==> config.mk <==
export PLATFORM = sky130hd
export DESIGN_NAME = pulse_filter_delay_flat
export DESIGN_NICKNAME = d
export VERILOG_FILES = /design/src/rtl/pulse_filter_pkg.sv /design/src/rtl/pulse_filter_delay_if.sv /design/src/rtl/pulse_chan.sv /design/src/rtl/pulse_filter_delay.sv /design/src/flat_wrapper.sv
export SDC_FILE = /design/constraint.sdc
export NUM_CORES = 1
export LEC_CHECK = 0
export BUFFER_PORTS_ARGS = -buffer_cell sky130_fd_sc_hd__buf_2
export CAP_MARGIN = 20
export CORE_ASPECT_RATIO = 1.25
export CORE_MARGIN = 4
export CORE_UTILIZATION = 50
export CTS_CLUSTER_SIZE = 28
export DETAILED_ROUTE_END_ITERATION = 7
export HOLD_SLACK_MARGIN = 0.06
export PLACE_DENSITY_LB_ADDON = 0.08
export SYNTH_ARGS = -nofsm -noshare
export SYNTH_HDL_FRONTEND = slang
export SYNTH_SLANG_ARGS = --single-unit
==> constraint.sdc <==
create_clock -name clk -period 2.2 [get_ports clk]
set_clock_uncertainty 0.2 [all_clocks]
set_input_delay 0.66 -clock clk [delete_from_list [all_inputs] [get_ports clk]]
set_output_delay 0.66 -clock clk [all_outputs]
set_load 0.02 [all_outputs]
==> src/rtl/pulse_filter_pkg.sv <==
// Shared types, counter width, delay range and load helper for the pulse filter.
// Used by every channel regardless of whether PULSE_SHOWCANCELLED_EN is defined.
package pulse_filter_pkg;

    typedef enum logic [1:0] {
        IDLE   = 2'd0,
        PEND   = 2'd1,
        CANCEL = 2'd2
    } chan_state_t;

    localparam int CNT_W   = 4;
    localparam int DLY_MIN = 1;
    localparam int DLY_MAX = 15;

    // Clamp a delay into the counter range when it is loaded.
    function automatic logic [CNT_W-1:0] load_dly(input int d);
        if (d > DLY_MAX) begin
            return CNT_W'(DLY_MAX);
        end else if (d < DLY_MIN) begin
            return CNT_W'(DLY_MIN);
        end else begin
            return CNT_W'(d);
        end
    endfunction

endpackage

==> src/rtl/pulse_filter_delay_if.sv <==
// Channel bus between the stimulus side (master) and the pulse filter (slave).
interface pulse_filter_delay_if #(
    parameter int N_CH = 2
) ();

    logic [N_CH-1:0] in;
    logic [N_CH-1:0] out;
    logic [N_CH-1:0] err;

    modport master (output in, input out, input err);
    modport slave  (input in, output out, output err);

endinterface

==> src/rtl/pulse_chan.sv <==
// One channel: rise/fall transport delay with inertial rejection of short pulses.
// With PULSE_SHOWCANCELLED_EN defined, cancelled pulses raise err over their window.
module pulse_chan
    import pulse_filter_pkg::*;
#(
    parameter int RISE_DLY = 2,
    parameter int FALL_DLY = 3,
    parameter bit ONDETECT = 1'b0
) (
    input  logic clk,
    input  logic rst,
    input  logic in,
    output logic out,
    output logic err
);

    localparam logic [CNT_W-1:0] RISE_C = load_dly(RISE_DLY);
    localparam logic [CNT_W-1:0] FALL_C = load_dly(FALL_DLY);

    chan_state_t      state_r, state_s;
    logic             in_q_r;
    logic             tgt_r, tgt_s;
    logic             out_r, out_s;
    logic [CNT_W-1:0] cnt_r, cnt_s;
    logic             det_s;
    logic [CNT_W-1:0] dly_s;

`ifdef PULSE_SHOWCANCELLED_EN
    // sc/tc count edges remaining until the window start S and end T.
    logic [CNT_W-1:0] sc_r, sc_s;
    logic [CNT_W-1:0] tc_r, tc_s;
    logic             err_r, err_s;
`else
    logic             unused_ondetect_s;
    assign unused_ondetect_s = ONDETECT;
`endif

    // Next-state, schedule and cancel-window logic.
    always_comb begin
        det_s   = (in != in_q_r);
        dly_s   = in ? RISE_C : FALL_C;
        state_s = state_r;
        tgt_s   = tgt_r;
        cnt_s   = cnt_r;
        out_s   = out_r;
`ifdef PULSE_SHOWCANCELLED_EN
        sc_s    = sc_r;
        tc_s    = tc_r;
        err_s   = 1'b0;
`endif
        case (state_r)
            IDLE: begin
                if (det_s) begin
                    state_s = PEND;
                    tgt_s   = in;
                    cnt_s   = dly_s;
                end else begin
                    state_s = IDLE;
                end
            end
            PEND: begin
                if (cnt_r <= 4'd1) begin
                    // Expiry wins over a return edge landing on the same clock.
                    out_s = tgt_r;
                    if (det_s) begin
                        state_s = PEND;
                        tgt_s   = in;
                        cnt_s   = dly_s;
                    end else begin
                        state_s = IDLE;
                    end
                end else if (det_s) begin
`ifdef PULSE_SHOWCANCELLED_EN
                    // dly_s is the trailing latency; cnt_r - 1 is edges left until L.
                    if (ONDETECT) begin
                        err_s   = 1'b1;
                        sc_s    = 4'd0;
                        tc_s    = dly_s - 4'd1;
                        state_s = CANCEL;
                    end else if ((cnt_r - 4'd1) >= dly_s) begin
                        state_s = IDLE;
                    end else begin
                        sc_s    = cnt_r - 4'd2;
                        tc_s    = dly_s - 4'd1;
                        state_s = CANCEL;
                    end
`else
                    state_s = IDLE;
`endif
                end else begin
                    cnt_s = cnt_r - 4'd1;
                end
            end
            CANCEL: begin
`ifdef PULSE_SHOWCANCELLED_EN
                if (det_s) begin
                    state_s = PEND;
                    tgt_s   = in;
                    cnt_s   = dly_s;
                end else if (tc_r == 4'd0) begin
                    state_s = IDLE;
                end else begin
                    err_s = (sc_r == 4'd0);
                    sc_s  = (sc_r == 4'd0) ? 4'd0 : (sc_r - 4'd1);
                    tc_s  = tc_r - 4'd1;
                end
`else
                state_s = IDLE;
`endif
            end
            default: begin
                state_s = IDLE;
            end
        endcase
    end

    // Channel state registers with asynchronous clear.
    always_ff @(posedge clk or posedge rst) begin
        if (rst) begin
            state_r <= IDLE;
            in_q_r  <= 1'b0;
            tgt_r   <= 1'b0;
            out_r   <= 1'b0;
            cnt_r   <= 4'd0;
`ifdef PULSE_SHOWCANCELLED_EN
            sc_r    <= 4'd0;
            tc_r    <= 4'd0;
            err_r   <= 1'b0;
`endif
        end else begin
            state_r <= state_s;
            in_q_r  <= in;
            tgt_r   <= tgt_s;
            out_r   <= out_s;
            cnt_r   <= cnt_s;
`ifdef PULSE_SHOWCANCELLED_EN
            sc_r    <= sc_s;
            tc_r    <= tc_s;
            err_r   <= err_s;
`endif
        end
    end

    assign out = out_r;
`ifdef PULSE_SHOWCANCELLED_EN
    assign err = err_r;
`else
    assign err = 1'b0;
`endif

endmodule

==> src/rtl/pulse_filter_delay.sv <==
// Multi-channel specify-path delay with inertial pulse rejection.
// Define PULSE_SHOWCANCELLED_EN to flag cancelled pulses on err.
module pulse_filter_delay
    import pulse_filter_pkg::*;
#(
    parameter int              N_CH          = 2,
    parameter int              RISE_DLY      = 2,
    parameter int              FALL_DLY      = 3,
    parameter logic [N_CH-1:0] ONDETECT_MASK = '0
) (
    input logic                 clk,
    input logic                 rst,
    pulse_filter_delay_if.slave bus
);

    if ((RISE_DLY < DLY_MIN) || (RISE_DLY > DLY_MAX)) begin : g_rise_range
        $error("pulse_filter_delay: RISE_DLY outside 1..15");
    end
    if ((FALL_DLY < DLY_MIN) || (FALL_DLY > DLY_MAX)) begin : g_fall_range
        $error("pulse_filter_delay: FALL_DLY outside 1..15");
    end

    for (genvar i = 0; i < N_CH; i++) begin : g_ch
        pulse_chan #(
            .RISE_DLY (RISE_DLY),
            .FALL_DLY (FALL_DLY),
            .ONDETECT (ONDETECT_MASK[i])
        ) u_chan (
            .clk (clk),
            .rst (rst),
            .in  (bus.in[i]),
            .out (bus.out[i]),
            .err (bus.err[i])
        );
    end

endmodule
==> src/flat_wrapper.sv <==
// flat-port wrapper written by rule: the top's interface ports become plain ports
module pulse_filter_delay_flat import pulse_filter_pkg::*;
#(
    parameter int              N_CH          = 2,
    parameter int              RISE_DLY      = 2,
    parameter int              FALL_DLY      = 3,
    parameter logic [N_CH-1:0] ONDETECT_MASK = '0
)
  (clk, rst, bus_in, bus_out, bus_err);
  pulse_filter_delay_if #(.N_CH(N_CH)) bus_i ();
  input logic clk;
  input logic rst;
  input wire logic [$bits(bus_i.in)-1:0] bus_in;
  output wire logic [$bits(bus_i.out)-1:0] bus_out;
  output wire logic [$bits(bus_i.err)-1:0] bus_err;
  assign bus_i.in = bus_in;
  assign bus_out = bus_i.out;
  assign bus_err = bus_i.err;
  pulse_filter_delay #(.N_CH(N_CH), .RISE_DLY(RISE_DLY), .FALL_DLY(FALL_DLY), .ONDETECT_MASK(ONDETECT_MASK)) u_core (.clk(clk), .rst(rst), .bus(bus_i));
endmodule
==> out/results.txt, run 1 <==
Outcome: finished clean
#FFs+latches synth: 16
Syn_area_per_cell: 10.5 um^2
DRT iter0 DRCs: 7
Pwr Total: 1.20 mW
Filler cell count: 157
Worst-Skew Late Latency: 0.28 ns
Crit Path Max Fanout: 5
DRC viols: 0
Cell variety after synth: 36
Most common cell after layout, fill and taps aside: dfrtp_1
Vias in the first global route: 580
CTS buffer count: 3
Fin. max-slew vios: 0
Clock transition at path regs: 0.09 ns
Sequential Area: 400 um^2
Post-Syn Area: 960 um^2
Sequential share of power: 44.0%
Global route overflow: 0
Yosys top cell by area: dfrtp_1
Critical Path RT: 2.19 ns
Total track usage: 12.5%
Fmax: 0.519 GHz
Net count reported at finish: 103
Maximum clock path buffer count: 2
Post-cts sizing count: 0
Internal Power: 0.726 mW
Worst EP arrival: 1.92 ns
Ant. Diodes: 0
Sw frac: 39.5%
Worst slew pin tran: 0.594 ns
TritonRoute pass-1 iters: 4
Postcts setup bufs: 0
Synthesis-to-finish area growth: 4.56%
# setup viols final: 0
Post-CTS Hold Buffers: 0
Die footprint: 2690 um^2
Post-Syn Instances: 91
CTS sink count: 16
Initial antenna violation count: 0
Logic gate share of total power: 40.3%
Yosys top cell area share: 41.7%
CP startpoint kind: flip-flop
Final Hold Vio Count: 0
R2R cell count: 6
Final GP Congestion: 0.784
Final period utilization: 87.5%
Fraction of layout instances using a drive strength above 1: 22.3%
Leakage: 0.439 nW
Initial Util: 53.7%
Slew margin rel.: 60.4%
RR Endpoint: u_core.g_ch[1].u_chan.cnt_r[0]$_DFFE_PP0P_
Port bufs: 5
WS Path Type: flip-flop to flip-flop
IO Count: 8
Area of the core: 1790 um^2
Post-synth EDFFs: 0
Min Tclk post-route: 1.93 ns
Post-Route WL: 1.45 mm
Pin count of the biggest net entering global routing: 17
Sum Neg Setup Slack: 0 ns
CTS tree: done
Critical path endpoint category: flip-flop
CTS H-tree lvls: 1
Switching power: 0.474 mW
Die width: 47.2 um
Footprint of the multi-input gates: 484 um^2
Commonest non-fill, non-tap cells in the layout: dfrtp_1 (16), inv_1 (9), nand2_1 (7)
Drt via density: 5.69
Unrepaired setup endpoints after global routing: no
Via Count: 643
Dominant synthesized flop cell: dfrtp_1
Clock Power Share: 15.7%
Antenna-violating nets left: 0
Global-route wire length before repair: 2.44 mm
Max Cap Viol: 0
CTS root buffer: clkbuf_4
Sequential fraction of the synthesis area: 41.7%
VDD IR max: 606 uV
Asr flop ratio synth: 100%
Chip Height: 57.0 um
Drt wl/cell: 12.9 um
Ys Warns: 0
Reg-to-reg critical path startpoint: u_core.g_ch[1].u_chan.cnt_r[0]$_DFFE_PP0P_
Flop-to-flop setup slack: 0.27 ns
FP Rows: 17
DP HPWL: 1.16 mm
Power Density: 1200 nW/um^2
Hold Crit Class: primary input to asynchronous set/reset pin
Top post-synthesis cells by area: dfrtp_1 (42%), ha_1 (5.2%), a32o_1 (4.2%)
-- worst max-delay path, stage by stage (launching register included) --
cell      delay (ns)
dfrtp_1         0.42
inv_1           0.09
ha_1            0.26
nor2_4          0.17
o31ai_2         0.10
maj3_1          0.38
a221oi_2        0.21
-- worst max-delay path by stage --
stage	startpoint	endpoint	slack (ns)	cells past startpoint
after CTS	u_core.g_ch[1].u_chan.cnt_r[0]$_DFFE_PP0P_	u_core.g_ch[1].u_chan.cnt_r[0]$_DFFE_PP0P_	0.25	6
after floorplan	u_core.g_ch[1].u_chan.cnt_r[0]$_DFFE_PP0P_	u_core.g_ch[1].u_chan.cnt_r[0]$_DFFE_PP0P_	0.43	6
after detailed placement	u_core.g_ch[1].u_chan.cnt_r[0]$_DFFE_PP0P_	u_core.g_ch[1].u_chan.cnt_r[0]$_DFFE_PP0P_	0.27	6
after global placement	u_core.g_ch[1].u_chan.cnt_r[0]$_DFFE_PP0P_	u_core.g_ch[1].u_chan.cnt_r[0]$_DFFE_PP0P_	0.28	6
after global routing	u_core.g_ch[1].u_chan.cnt_r[0]$_DFFE_PP0P_	u_core.g_ch[1].u_chan.cnt_r[0]$_DFFE_PP0P_	0.19	6
final	u_core.g_ch[1].u_chan.cnt_r[0]$_DFFE_PP0P_	u_core.g_ch[1].u_chan.cnt_r[0]$_DFFE_PP0P_	0.27	6
-- final cells by class --
| cell class | instances | area share (%) |
|---|---|---|
| multi-input cells | 60 | 48.3 |
| flip-flops and latches | 16 | 39.9 |
| clock buffers | 4 | 3.62 |
| inverters | 9 | 3.37 |
| repair buffers | 5 | 2.49 |
| well taps | 19 | 2.37 |
-- metrics by stage --
stage / util, % / hold WS [ns] / setup WS, ns / cells / cell area (um^2)
5_1_grt: 56.2 / 0.284 / 0.189 / 113 / 1000
2_1_floorplan: - / 0.271 / 0.428 / 92 / 963
4_1_cts: 56.2 / 0.248 / 0.249 / 113 / 1000
3_3_place_gp: 54.1 / 0.285 / 0.282 / 109 / 967
3_5_place_dp: 54.1 / 0.293 / 0.271 / 109 / 967
6_report: 56.2 / 0.228 / 0.275 / 113 / 1000
-- layer usage --
layer  routed length (um)  track usage, %
met5                    0               0
met4                   17            5.93
met3                   32            1.89
met2                  777            21.2
met1                  625            14.7
-- sequential cells by signal, summed over array words and instances, names as in the netlist --
register and count:
u_core.g_ch.u_chan.tgt_r 2, u_core.g_ch.u_chan.in_q_r 2, u_core.g_ch.u_chan.state_r 2, u_core.g_ch.u_chan.out 2, u_core.g_ch.u_chan.cnt_r 8
-- cells in the mapped netlist, types with 2 or more instances --
cell       instances
a21oi_1            4
a32o_1             4
buf_2              2
buf_4              4
dfrtp_1           16
ha_1               4
inv_1              9
mux2_2             2
mux2i_1            2
nand2_1            7
nand3_1            3
nor2_1             2
nor3_1             4
nor3b_1            2
o2111ai_1          2
o21ai_0            3
xnor2_2            2
-- cells by family after synthesis --
family | synth area share [%]
compound gates | 19.8
xor+xnor | 6.00
fa+ha+maj | 7.43
buf+inv | 8.21
flops | 41.7
mux | 4.43
other cells | 0.391
simple gates | 12.0
-- power by group through the flow --
stage	Sequential (mW)	Clock, mW	Combinational [mW]
after floorplan	0.470	0	0.484
after global placement	0.532	0	0.485
after detailed placement	0.534	0	0.491
after CTS	0.528	0.202	0.493
after global routing	0.545	0.216	0.541
final	0.528	0.189	0.484
Note: power is estimated with default switching activity, not from simulation.
==> inputs of run 2 (changes only) <==
--- a/config.mk
+++ b/config.mk
@@ -14,6 +14,7 @@
 export DETAILED_ROUTE_END_ITERATION = 7
 export HOLD_SLACK_MARGIN = 0.06
 export PLACE_DENSITY_LB_ADDON = 0.08
+export SETUP_SLACK_MARGIN = 0.3
 export SYNTH_ARGS = -nofsm -noshare
 export SYNTH_HDL_FRONTEND = slang
 export SYNTH_SLANG_ARGS = --single-unit
==> run 2 against run 1 <==
  * Wire length grew 9.0%
  * Final cell count grew 2.7%
  * First-iteration DRC count is 29% lower
  * Combinational power grew 14%
  * Cell area increased by 3.0%
  * Sequential share of layout area decreased by 1.2 points
  * Non-clock buffer count increased by 3
  * Via count rose by 1.4%
  * Critical path depth unchanged
  * Die area unchanged
  * Clock-buffer cell count did not move
  * Sequential cell count unchanged
==> out/results.txt, run 2 (synthesized netlist as in run 1, its figures left out) <==
Outcome: finished clean (unchanged)
Worst path cell trace: inv_1 -> ha_1 -> nor2_4 -> o31ai_2 -> maj3_1 -> a221oi_2 (unchanged)
Final Hold Vio Count: 0 (unchanged)
Post-Route WL: 1.58 mm (was 1.45 mm)
Crit Path Max Fanout: 4 (was 5)
CP startpoint kind: flip-flop (unchanged)
Ant. Diodes: 0 (unchanged)
Global route overflow: 0 (unchanged)
Commonest non-fill, non-tap cells in the layout: dfrtp_1 (16), inv_1 (9), nand2_1 (7) (unchanged)
Top Family by Delay on Critical Path: adder cells (unchanged)
Met3 global-route usage: 1.89% (unchanged)
CTS root buffer: clkbuf_4 (unchanged)
Initial Util: 53.7% (unchanged)
Die footprint: 2690 um^2 (unchanged)
R2R cell count: 6 (unchanged)
Critical Path RT: 2.19 ns (about the same)
CTS sink count: 16 (unchanged)
CTS tree: done (unchanged)
Slew margin rel.: 60.2% (was 60.4%)
CTS buffer count: 3 (unchanged)
Setup WS pre-CTS: 0.271 ns (unchanged)
Max Cap Viol: 0 (unchanged)
Antenna-violating nets left: 0 (unchanged)
CTS H-tree lvls: 1 (unchanged)
Worst path buffer plus inverter count: 1 (unchanged)
Slowest stage delay, CP: 0.40 ns (was 0.42 ns)
DRT iter0 DRCs: 5 (was 7)
Register bank with the most flops: u_core.g_ch.u_chan.cnt_r (unchanged)
Die width: 47.2 um (unchanged)
WS Path Type: flip-flop to flip-flop (unchanged)
Final period utilization: 87.9% (was 87.5%)
Port bufs: 5 (unchanged)
Unrepaired setup endpoints after global routing: yes (was no)
DP HPWL: 1.16 mm (unchanged)
Final WS setup: 0.267 ns (was 0.275 ns)
Synthesis-to-finish area growth: 7.69% (was 4.56%)
Drt wl/cell: 13.7 um (was 12.9 um)
DRC viols: 0 (unchanged)
Leakage: 0.453 nW (was 0.439 nW)
Fin. max-slew vios: 0 (unchanged)
Worst EP arrival: 1.92 ns (about the same)
Met1 track demand over resource: 15.1% (was 14.7%)
Global-route wire length before repair: 2.57 mm (was 2.44 mm)
Hold Crit Class: primary input to asynchronous set/reset pin (unchanged)
Chip Height: 57.0 um (unchanged)
Via Count: 652 (was 643)
FP Rows: 17 (unchanged)
VDD IR max: 617 uV (was 606 uV)
Clock transition at path regs: 0.09 ns (about the same)
Sum Neg Setup Slack: 0 ns (unchanged)
Post-CTS Hold Buffers: 0 (unchanged)
CP Depth: 6 (unchanged)
Filler cell count: 154 (was 157)
Routing usage on met2: 23.5% (was 21.2%)
Fraction of layout instances using a drive strength above 1: 25.8% (was 22.3%)
Busiest grt layer: met2 (unchanged)
Min Tclk post-route: 1.93 ns (about the same)
Critical path endpoint category: flip-flop (unchanged)
Vias in the first global route: 599 (was 580)
# setup viols final: 0 (unchanged)
Final core utilization: 57.8% (was 56.2%)
Net count reported at finish: 106 (was 103)
Final GP Congestion: 0.784 (unchanged)
Footprint of the multi-input gates: 492 um^2 (was 484 um^2)
Maximum clock path buffer count: 2 (unchanged)
Pin count of the biggest net entering global routing: 17 (unchanged)
Max FFs per register: 8 (unchanged)
Worst-Skew Late Latency: 0.28 ns (about the same)
Sequential Area: 400 um^2 (unchanged)
Drt via density: 5.62 (was 5.69)
Total track usage: 13.3% (was 12.5%)
Initial antenna violation count: 0 (unchanged)
IO Count: 8 (unchanged)
TritonRoute pass-1 iters: 4 (unchanged)
Most common cell after layout, fill and taps aside: dfrtp_1 (unchanged)
Fmax: 0.517 GHz (was 0.519 GHz)
Worst path slowest cell: dfrtp_1 (unchanged)
Power Density: 1220 nW/um^2 (was 1200 nW/um^2)
Area of the core: 1790 um^2 (unchanged)
Worst slew pin tran: 0.596 ns (was 0.594 ns)
==> run 2: cell types whose count changed in the layout (fill, tap and decap cells not counted), sizes merged <==
cell	change
buf	+3
==> run 2: path summary, 6_finish.rpt <==
check	start	end	slack (ns)
setup / recovery	u_core.g_ch[1].u_chan.cnt_r[0]$_DFFE_PP0P_	u_core.g_ch[1].u_chan.cnt_r[0]$_DFFE_PP0P_	0.27
hold / removal	rst	u_core.g_ch[1].u_chan.state_r[0]$_DFFE_PP0P_	0.23
setup reg to reg	u_core.g_ch[1].u_chan.cnt_r[0]$_DFFE_PP0P_	u_core.g_ch[1].u_chan.cnt_r[0]$_DFFE_PP0P_	0.27
hold reg to reg	u_core.g_ch[0].u_chan.out$_DFFE_PP0P_	u_core.g_ch[0].u_chan.out$_DFFE_PP0P_	0.31
max in group asynchronous	rst	u_core.g_ch[1].u_chan.cnt_r[0]$_DFFE_PP0P_	1.19
min in group clk	u_core.g_ch[0].u_chan.out$_DFFE_PP0P_	u_core.g_ch[0].u_chan.out$_DFFE_PP0P_	0.31
==> run 2: where the power goes <==
| group | total (mW) | internal [mW] | switching (mW) | leakage (nW) |
|---|---|---|---|---|
| clock | 0.188 | 0.101 | 0.0877 | 0.0210 |
| combinational | 0.552 | 0.268 | 0.284 | 0.241 |
| sequential | 0.525 | 0.397 | 0.128 | 0.191 |
| total | 1.27 | 0.766 | 0.499 | 0.453 |
==> run 2: area by class of cell <==
cell class | instances | share of cell area [%]
Inverter | 9 | 3.27
Timing Repair Buffer | 8 | 4.60
Multi-Input combinational cell | 60 | 47.6
Clock buffer | 4 | 3.51
Tap cell | 19 | 2.30
Sequential cell | 16 | 38.7
==> run 2: repair_timing <==
| action | CTS | global route |
|---|---|---|
| setup buffers | 1 | 2 |
| gates resized for setup | 1 | 2 |
| cloned | 0 | 0 |
| endpoints found under the setup margin | 2 | 4 |
| pin swaps | 1 | 0 |
==> run 2: per-stage QoR <==
step / std cells / cell area [um^2] / power (mW) / hold slack, ns
2_1_floorplan: 92 / 963 / 0.954 / 0.271
3_3_place_gp: 109 / 967 / 1.02 / 0.285
3_5_place_dp: 109 / 967 / 1.03 / 0.293
4_1_cts: 114 / 1020 / 1.24 / 0.248
5_1_grt: 116 / 1030 / 1.37 / 0.284
6_report: 116 / 1030 / 1.27 / 0.231
==> run 2: layer usage <==
layer,wire (um),vias to the layer above
met5,0,-
met4,19,0
met3,32,4
met2,861,7
met1,672,316
li1,-,325
